[config.mk]
export PLATFORM = sky130hd
export DESIGN_NAME = matrix_mult_par
export DESIGN_NICKNAME = d
export VERILOG_FILES = /design/src/rtl/matrix_pkg.sv /design/src/rtl/matrix_dot_lane.sv /design/src/rtl/matrix_mult_par.sv
export SDC_FILE = /design/constraint.sdc
export NUM_CORES = 1
export LEC_CHECK = 0
export ABC_AREA = 1
export CORE_ASPECT_RATIO = 2
export CORE_MARGIN = 2
export CORE_UTILIZATION = 30
export DETAILED_ROUTE_END_ITERATION = 7
export PLACE_DENSITY_LB_ADDON = 0.05
export SLEW_MARGIN = 20
export SYNTH_ARGS = -nofsm -noshare
export SYNTH_HDL_FRONTEND = slang
export SYNTH_SLANG_ARGS = --single-unit
[constraint.sdc]
create_clock -name clk -period 14.3 [get_ports clk]
set_input_delay 1.43 -clock clk [delete_from_list [all_inputs] [get_ports clk]]
set_output_delay 1.43 -clock clk [all_outputs]
set_load 0.01 [all_outputs]
[src/rtl/matrix_pkg.sv]
// Shared types for the parallel matrix multiplier: FSM states and the
// full-precision result width.
package matrix_pkg;

  typedef enum logic [1:0] {
    IDLE    = 2'd0,
    COMPUTE = 2'd1,
    DONE    = 2'd2
  } state_t;

  // Product is 2*dw bits; summing n of them needs clog2(n) extra bits.
  function automatic int calc_rw(input int n, input int dw);
    return 2 * dw + $clog2(n);
  endfunction

endpackage

[src/rtl/matrix_dot_lane.sv]
// One row-by-column dot product of N unsigned DW-bit terms, full precision.
// Term k of each operand sits at bit offset k*DW.
module matrix_dot_lane
  import matrix_pkg::*;
#(
  parameter int N  = 2,
  parameter int DW = 8,
  localparam int RW = calc_rw(N, DW)
) (
  input  logic [N*DW-1:0] row,
  input  logic [N*DW-1:0] col,
  output logic [RW-1:0]   sum
);

  always_comb begin
    sum = '0;
    for (int k = 0; k < N; k++) begin
      sum = sum + RW'(row[k*DW +: DW]) * RW'(col[k*DW +: DW]);
    end
  end

endmodule

[src/rtl/matrix_mult_par.sv]
// NxN unsigned matrix multiplier: LANES row engines sweep row groups within a
// column, then advance the column; result held until the consumer takes it.
module matrix_mult_par
  import matrix_pkg::*;
#(
  parameter int N     = 2,
  parameter int DW    = 8,
  parameter int LANES = 2,
  localparam int RW   = calc_rw(N, DW)
) (
  input  logic                clk,
  input  logic                rst,
  input  logic                in_valid,
  output logic                in_ready,
  input  logic [N*N*DW-1:0]   a_in,
  input  logic [N*N*DW-1:0]   b_in,
  output logic                out_valid,
  input  logic                out_ready,
  output logic [N*N*RW-1:0]   res,
  output logic                busy
);

  localparam int G  = N / LANES;
  localparam int JW = $clog2(N);
  localparam int GW = (G > 1) ? $clog2(G) : 1;

  generate
    if (N < 2 || (N % LANES) != 0) begin : g_bad_params
      $error("matrix_mult_par: need N >= 2 and LANES dividing N");
    end
  endgenerate

  state_t              state_reg, state_next;
  logic [JW-1:0]       j_reg;
  logic [GW-1:0]       g_reg;
  logic [N*N*DW-1:0]   a_reg, b_reg;
  logic [N*N*RW-1:0]   res_reg;
  logic [RW-1:0]       lane_sum [LANES];
  logic                last_step;

  assign last_step = (j_reg == JW'(N - 1)) && (g_reg == GW'(G - 1));
  assign res       = res_reg;

  always_ff @(posedge clk) begin
    if (!rst) state_reg <= IDLE;
    else      state_reg <= state_next;
  end

  always_comb begin
    state_next = state_reg;
    case (state_reg)
      IDLE:    if (in_valid)  state_next = COMPUTE;
      COMPUTE: if (last_step) state_next = DONE;
      DONE:    if (out_ready) state_next = IDLE;
      default: state_next = IDLE;
    endcase
  end

  always_comb begin
    in_ready  = (state_reg == IDLE);
    busy      = (state_reg != IDLE);
    out_valid = (state_reg == DONE);
  end

  // Operand capture, schedule counters and result writes.
  always_ff @(posedge clk) begin
    if (!rst) begin
      a_reg   <= '0;
      b_reg   <= '0;
      res_reg <= '0;
      j_reg   <= '0;
      g_reg   <= '0;
    end else if (state_reg == IDLE && in_valid) begin
      a_reg <= a_in;
      b_reg <= b_in;
      j_reg <= '0;
      g_reg <= '0;
    end else if (state_reg == COMPUTE) begin
      for (int l = 0; l < LANES; l++) begin
        res_reg[(N*N - 1 - ((int'(g_reg) * LANES + l) * N + int'(j_reg))) * RW +: RW] <= lane_sum[l];
      end
      if (g_reg == GW'(G - 1)) begin
        g_reg <= '0;
        j_reg <= j_reg + 1'b1;
      end else begin
        g_reg <= g_reg + 1'b1;
      end
    end
  end

  genvar gi;
  generate
    for (gi = 0; gi < LANES; gi++) begin : g_lane
      logic [N*DW-1:0] row_vec, col_vec;

      // Lane gi handles row g*LANES+gi against column j.
      always_comb begin
        row_vec = '0;
        col_vec = '0;
        for (int k = 0; k < N; k++) begin
          row_vec[k*DW +: DW] = a_reg[(N*N - 1 - ((int'(g_reg) * LANES + gi) * N + k)) * DW +: DW];
          col_vec[k*DW +: DW] = b_reg[(N*N - 1 - (k * N + int'(j_reg))) * DW +: DW];
        end
      end

      matrix_dot_lane #(.N(N), .DW(DW)) u_lane (
        .row (row_vec),
        .col (col_vec),
        .sum (lane_sum[gi])
      );
    end
  endgenerate

endmodule

---- Word-level counts from Yosys, hierarchy flattened ----
Cells that the tools add are included.
W data, S select, Z words.
cells by class
  add/subtract/negate cells ............... 20
  $mul .................................... 6
  equality and inequality tests ........... 5
  shift operators ......................... 10
  muxes and demuxes ....................... 7
  bitwise gates (word level) .............. 3
  reduce and logical (&&, ||, !) cells .... 8
operator list
  cell                        number
  $bwmux W68                  2
  $shift A17 B33 Y68 const A  2
  $shiftx A17 B33 Y68         2
  $mul A8 B8 Y16              4
  $shiftx A32 B7 Y8           2
  $add A16 B16 Y17            2
  $neg A11 Y33                1
  $neg A32 Y33                1
  $add A32 B2 Y32             1
  $mul A32 B6 Y32 const B     1
  $shiftx A32 B32 Y8          1
  $shiftx A32 B6 Y8           1
  $shiftx A32 B8 Y8           1
  $shiftx A32 B9 Y8           1
  $sub A3 B32 Y32 const A     1
  $sub A3 B29 Y29 const A     1
  $mul A5 B6 Y11 const B      1
  $sub A2 B4 Y5 const A       2
  $sub A2 B3 Y4 const A       2
  $mux W2                     3
  $pmux W2 S3                 1
  $sub A2 B5 Y6 const A       1
  $add A4 B1 Y5 const B       1
  $add A3 B1 Y4               1
  17 further kinds            23
word-level totals
  register bits ........................... 136
  output and inout port bits .............. 71
  word-level logic and storage cells ...... 65

---- Logic depth before layout (Yosys ltp) ----
Gate-level depths: netlist of run 1.
  word-level depth ........................ 8
  mapped depth ............................ 29
  gate-level depth less buffers ........... 27

---- Cells and area by module ----
A second synthesis of run 1 with hierarchy kept.
second synthesis, totals
  cells, all modules ...................... 2265
  area, all modules ....................... 15342.2 um^2
by module, submodules not included
  module                              times used  cells an instance  area an instance (um^2)
  matrix_mult_par                     1           913                5760.5
  matrix_dot_lane (g_lane[1].u_lane)  1           676                4799.6
  matrix_dot_lane (g_lane[0].u_lane)  1           676                4782.1

---- Worst setup path before layout of run 1 ----
No wires, ideal clock.
  path kind ............................... reg2reg
  start ................................... register j_reg
  end ..................................... register res_reg[33], in the netlist res[33]
  setup time .............................. 0.109 ns
  arrival time ............................ 5.371 ns
  data required time ...................... 14.191 ns
  slack ................................... 8.820 ns
  stages on the path, launching flop included .. 29
  clock period less this slack ............ 5.480 ns
  cell sequence ........................... dfxtp_1 > buf_6 > inv_4 > buf_6 > or2_1 > o21ai_2 > buf_6 > nor2_1 > fa_1 > inv_1 > fa_1 > inv_1 > fa_1 > fa_1 > fa_1 > inv_1 > fa_1 > inv_1 > ha_1 > nand2_1 > inv_1 > nand2_1 > nand2_1 > a21oi_1 > nand2_1 > nand2_1 > nand3_1 > nand2_1 > inv_1
on the way
  word-level cells in the longest chain between the ends .. 8
  elaborated cells on any way between the ends .. 25
  classes of those cells .................. add/sub: 11; mul: 6; shift: 6; mux: 2
RTL lines
  what                                                  line                   text
  start: declaration                                    matrix_mult_par.sv:34  logic [JW-1:0] j_reg;
  start signal: assignment                              matrix_mult_par.sv:84  j_reg <= j_reg + 1'b1;
  branches (longest 7 deep; another with $neg A32 Y33)  --
  $bwmux W68 *                                          matrix_mult_par.sv:80  res_reg[(N*N - 1 - ((int'(g_reg) * LANES + l) * N + int'(j_reg))) * RW +: RW] <= lane_sum[l];
  end signal: indexed assignment                        matrix_mult_par.sv:80
  end: declaration                                      matrix_mult_par.sv:37  logic [N*N*RW-1:0] res_reg;
Mark *: on every way between the ends.
A chain may end at the register's enable or synchronous reset.

---- Final worst setup path of run 1 ----
  start ................................... register j_reg
  end ..................................... register res_reg[29], in the netlist res[29]
Same word-level chain as after synthesis.

==> results.md, run 1 <==
- Setup repair bufs after CTS: 0
- Tcrit/Tclk final: 0.454
- Longest Clk Path Bufs: 2
- Congestion Overflow GR: 0
- Yosys reg bits: 135
- CTS H-tree depth: 4
- Die height: 312 um
- Global Route Usage Sum: 0.201
- Row count: 113
- Area of the multi-input gates: 9480 um2
- Hold buffers post-CTS: 0
- Endpoints failing setup: 0
- Leak: 8.46 nW
- Layout Skew: 0.0117 ns
- Skew-Pair Late Insertion Delay: 0.46 ns
- Routability Congestion: 0.842
- DRC viols: 0
- Dpl cell area: 16200 um2
- Hold Fails Final Rpt: 0
- Final Max Slew Viols: 0
- Reg clk slew, reported paths: 0.07 ns
- Antenna Cells: 0
- Max Cap Viol: 0
- Max reg flops: 68
- Outcome: complete, no violations
- Internal Power: 1.00 mW
- YS warnings: 0
- Via density: 4.41
- Minimum clock period: 6.49 ns
- Combinational Power Share: 0.523
- Sequential power share: 0.237
- Critical path's most frequent cell: fa_1
- Core area: 47200 um2
- Largest net degree at the start of global routing: 71
- First-pass GRT wire length: 72.9 mm
- Initial Utilization: 0.302
- CP Data Arrival Time: 6.85 ns
- Max incr delay on CP: 0.58 ns
- Routed length per placed instance: 17.8 um
- First-pass iteration count of the detailed router: 5
- Syn_area_per_cell: 7.73 um2
- CP Max Fanout: 19
- Max Freq: 0.154 GHz
- CTS-repair resized insts: 0
- TritonCTS clock tree: yes
- Syn Inst Count: 1844
- Routed WL: 46.3 mm
- Clock group share of total power: 0.241
- Die area: 49400 um2
- CP Launch Type: flop
- Synthesis-to-finish area growth: 17.4%
- Clock Sinks: 135
- Slew @ Worst Pin: 0.746 ns
- Flip-flop and latch area: 2700 um2
- Area of the mapped netlist: 14300 um2
- Crit Path Category: reg2reg
- Final HPWL DP: 38.1 mm
- Required time of the critical path: 14.66 ns
- Slowest cell on the critical path: fa_1
- Final ANT Viol Nets: 0
- Fillcell total: 5214
- Antenna violations before repair: 0
- Final Power: 1.84 mW
- Final net count: 2348
- Routed vias: 11500
- Sw frac: 0.457
- Root buf cell: clkbuf_16
- Critical Path End Type: flop
- Initial DRC Count: 354
- Chip width: 158 um
- Worst hold path type: reg2reg
- Post-synth cell types: 32
- Rel. slew slack: 0.503
- TNS Setup: 0 ns
- Num CTS Buffers: 17
- Mapped Nets: 2236
- I/O pins: 139
- Most frequent cells in the layout: 454 x inv_1, 276 x nand2_1, 267 x nor2_1
- P per Cell Area: 110 nW/um2
- Commonest non-fill, non-tap cell in the layout: inv_1
- RSZ-0062 raised after global routing: no
- Layout cells sized above 1: 0.0417
- Register area share after synthesis: 0.189
- Worst IR Drop VDD: 72.6 uV
- Vias in the first global route: 12600
- Final Instance Area: 16700 um2
- Port Buf Inserts: 138
- Reg-to-reg slack, setup: 7.81 ns
- Sw Pwr: 0.844 mW
-- cell families (layout without fill, tap and decap cells) --
| logic type | Yosys count | after routing | share of synthesized area |
|---|---|---|---|
| compound gates | 214 | 214 | 0.0884 |
| xor+xnor | 11 | 11 | 0.00676 |
| fa+ha+maj | 324 | 324 | 0.386 |
| buf+inv | 519 | 642 | 0.146 |
| flops | 135 | 135 | 0.189 |
| simple gates | 641 | 641 | 0.183 |
-- critical path, delay by kind of cell (launching register included) --
| kind | cells | cell delay (ns) |
|---|---|---|
| and+or+nand+nor | 10 | 1.23 |
| DFF | 1 | 0.31 |
| buffers and inverters | 7 | 0.96 |
| adders and majority gates | 7 | 3.64 |
| AOI/OAI and AO/OA | 1 | 0.23 |
-- cells in the mapped netlist (all sizes together) --
library cell	count	share of area
o21ai	108	0.043
fa	194	0.27
ha	130	0.11
nor2	270	0.072
dfxtp	135	0.19
o211ai	6	0.0032
nand3	62	0.022
a211oi	1	0.00053
o21bai	9	0.0047
xnor2	3	0.0018
buf	35	0.017
or2	20	0.0095
xor2	8	0.0049
o21a	30	0.016
inv	466	0.12
nand4	8	0.0035
clkbuf	18	0.0047
a21oi	60	0.021
nand2	281	0.076
-- routing by layer --
metal / share of wire / GRT usage / up-vias
met5: 0 / 0 / -
met4: 0.027 / 0.0678 / 0
met3: 0.024 / 0.0219 / 43
met2: 0.58 / 0.398 / 182
met1: 0.37 / 0.214 / 5530
li1: - / - / 5703
-- area by class of cell --
cell class / count / area share
Multi-Input combinational cell: 1190 / 0.566
Sequential cell: 135 / 0.161
Inverter: 466 / 0.106
Timing Repair Buffer: 146 / 0.0859
Tap cell: 632 / 0.0472
Clock buffer: 19 / 0.0271
Clock inverter: 11 / 0.00613
-- stage by stage --
stage                     utilization  worst slack, ns  instances  hold WS, ns
after global routing            0.355             7.28       2599        0.507
after global placement          0.343             7.82       2569        0.458
final                           0.355             7.81       2599        0.482
after CTS                       0.355             7.75       2599        0.487
after floorplan                     -             8.82       1844        0.447
after detailed placement        0.343             7.76       2569        0.472
-- path summary, 6_finish.rpt --
kind | from | endpoint | cells past startpoint
setup / recovery | j_reg | res[29] | 25
hold / removal | b_reg[1] | b_reg[1] | 2
setup reg to reg | j_reg | res[29] | 25
hold reg to reg | b_reg[1] | b_reg[1] | 2
-- power groups by stage --
| stage | registers (mW) | logic, mW | clock network, mW |
|---|---|---|---|
| floorplan | 0.444 | 0.631 | 0 |
| global placement | 0.446 | 0.999 | 0 |
| detailed placement | 0.445 | 0.995 | 0 |
| CTS | 0.437 | 1.00 | 0.459 |
| global route | 0.441 | 1.11 | 0.470 |
| finish | 0.436 | 0.965 | 0.444 |
Note: power is estimated with default switching activity, not from simulation.
==> run 2, diff against run 1 <==
clock period = 5.82 ns   (was 14.3 ns; I/O delays follow)
==> run 2 against run 1 <==
Design area up 8.4%; non-clock buffer count increased by 108; worst setup slack got worse by 7.6 ns; hold slack lost 0.0071 ns; core utilization is 3.0 points higher; highest routed layer unchanged.
==> results.md, run 2 (synthesis gave the netlist of run 1 again) <==
- Outcome: complete, no violations
- First-pass iteration count of the detailed router: 5 (unchanged)
- Final HPWL DP: 39.1 mm (+2.7%)
- Routed length per placed instance: 17.3 um (-2.6%)
- Required time of the critical path: 6.16 ns (-8.50 ns)
- Worst hold path type: reg2reg
- Reg clk slew, reported paths: 0.06 ns (about the same)
- Die area: 49400 um2 (unchanged)
- Max incr delay on CP: 0.62 ns (+0.04 ns)
- Largest net degree at the start of global routing: 60 (-15%)
- Final net count: 2456 (+4.6%)
- Num CTS Buffers: 17 (unchanged)
- Placed Cells: 2660 (+3.5%)
- Skew-Pair Late Insertion Delay: 0.46 ns (about the same)
- Final cell count without fillers: 2709 (+4.2%)
- Fillcell total: 5095 (-2.3%)
- Most frequent cells in the layout: 438 x inv_1, 261 x nor2_1, 249 x nand2_1
- RSZ-0062 raised after global routing: yes
- Hold Fails Final Rpt: 0 (unchanged)
- Reg2reg end: res[25]
- Crit path launch: j_reg
- TritonCTS clock tree: yes
- Vias in the first global route: 13000 (+3.6%)
- Commonest non-fill, non-tap cell in the layout: inv_1
- Final Instance Area: 18100 um2 (+8.4%)
- Row count: 113 (unchanged)
- Routed vias: 11800 (+3.3%)
- Slew @ Worst Pin: 0.763 ns (+0.0172 ns)
- Clock Sinks: 135 (unchanged)
- Congestion Overflow GR: 0 (unchanged)
- Die height: 312 um (unchanged)
- Dpl cell area: 16900 um2 (+4.4%)
- Dpl ws: -0.139 ns (-7.90 ns)
- CP Data Arrival Time: 5.93 ns (-0.92 ns)
- Leak: 9.04 nW (+6.9%)
- Rel. slew slack: 0.488 (-0.0151)
- Hold path cells: 2 (unchanged)
- Routability Congestion: 0.835 (-0.88%)
- CTS H-tree depth: 4 (unchanged)
- Critical-path cell list: inv_8 -> buf_4 -> or2_4 -> o21ai_4 -> nor2_2 -> fa_1 -> inv_1 -> fa_1 -> inv_1 -> fa_1 -> fa_1 -> fa_1 -> inv_2 -> fa_1 -> inv_1 -> ha_4 -> nand2_2 -> nor2_1 -> nand2_1 -> buf_4 -> nand4_1 -> nand3_1 -> o211ai_1 -> inv_1
- WHS: 0.475 ns (-0.00715 ns)
- First-pass GRT wire length: 74.2 mm (+1.9%)
- I/O pins: 139 (unchanged)
- Final worst slack: 0.229 ns (-7.58 ns)
- CP Launch Type: flop
- Layout cells sized above 1: 0.137 (+0.0950)
- Chip width: 158 um (unchanged)
- Port Buf Inserts: 138 (unchanged)
- Longest Clk Path Bufs: 2 (unchanged)
- Max reg flops: 68 (unchanged)
- Reg-to-reg slack, setup: 0.23 ns (-7.58 ns)
- Post-layout util: 0.384 (+0.0297)
- Initial Utilization: 0.302 (unchanged)
- Antenna Cells: 0 (unchanged)
- Layout Skew: 0.0128 ns (+0.00107 ns)
- R2r startpoint: j_reg
- Worst IR Drop VDD: 183 uV (+150%)
- Core area: 47200 um2 (unchanged)
- CP Max Fanout: 11 (-8)
- Initial DRC Count: 405 (+14%)
- Critical path's most frequent cell: fa_1
- Antenna violations before repair: 0 (unchanged)
- Crit Path Category: reg2reg
- Critical Path End Type: flop
- Max Cap Viol: 0 (unchanged)
- Hold buffers post-CTS: 0 (unchanged)
- Root buf cell: clkbuf_16
- Synthesis-to-finish area growth: 27.2%
- Final Power: 5.18 mW (+180%)
- Minimum clock period: 5.59 ns (-0.897 ns)
- Min-delay src: b_reg[17]
- Max Freq: 0.179 GHz (+16%)
- TNS Setup: 0 ns (unchanged)
- Endpoints failing setup: 0 (unchanged)
- Via density: 4.37 (-0.86%)
- Tcrit/Tclk final: 0.961 (+0.507)
- Reg2Reg Depth: 24 (-4.0%)
- Hold path endpoint: b_reg[17]
- Global Route Usage Sum: 0.203 (+0.00219)
- P per Cell Area: 285 nW/um2 (+160%)
- Routed WL: 47.0 mm (+1.5%)
- Final ANT Viol Nets: 0 (unchanged)
- Final Max Slew Viols: 0 (unchanged)
- Slowest cell on the critical path: fa_1
- DRC viols: 0 (unchanged)
==> run 2: area by class of cell <==
class                   instances  area, um2  share of cell area
flip-flops and latches        135       2710               0.149
clock inverters                11        123             0.00676
multi-input cells            1190       9900               0.545
well taps                     632        791              0.0436
clock buffers                  21        470              0.0259
inverters                     466       1790              0.0985
repair buffers                254       2370               0.131
==> run 2: metal layers <==
layer,vias up,routed length (um),GRT usage
met5,-,0,0
met4,0,1260,0.0618
met3,44,933,0.0196
met2,161,27200,0.410
met1,5701,17600,0.213
li1,5934,-,-
==> run 2: worst max-delay path by stage <==
stage / to / slack (ns) / cells after the start
6_report: res[25] / 0.23 / 24
3_3_place_gp: res[9] / -0.12 / 23
5_1_grt: res[8] / -0.04 / 23
2_1_floorplan: res[33] / 0.34 / 28
3_5_place_dp: res[32] / -0.14 / 26
4_1_cts: res[62] / -0.01 / 25
==> run 2: critical path: cells and delay by family (launching register included) <==
| family | cells | cell delay (ns) |
|---|---|---|
| fa+ha+maj | 7 | 3.51 |
| simple gates | 7 | 0.74 |
| buf+inv | 8 | 0.60 |
| flops | 1 | 0.40 |
| compound gates | 2 | 0.24 |
==> run 2: what timing repair did <==
item                       in CTS  in global routing
pin swaps                       4                 55
gates resized for setup         7                118
setup endpoints to repair      29                 44
buffers inserted                0                 17
gates cloned                    0                  0
hold endpoints to repair        0                  0
==> run 2: where the power goes <==
group	total [mW]	internal (mW)	switching (mW)
Combinational	2.96	1.30	1.66
Clock	1.14	0.664	0.479
Sequential	1.07	1.01	0.0661
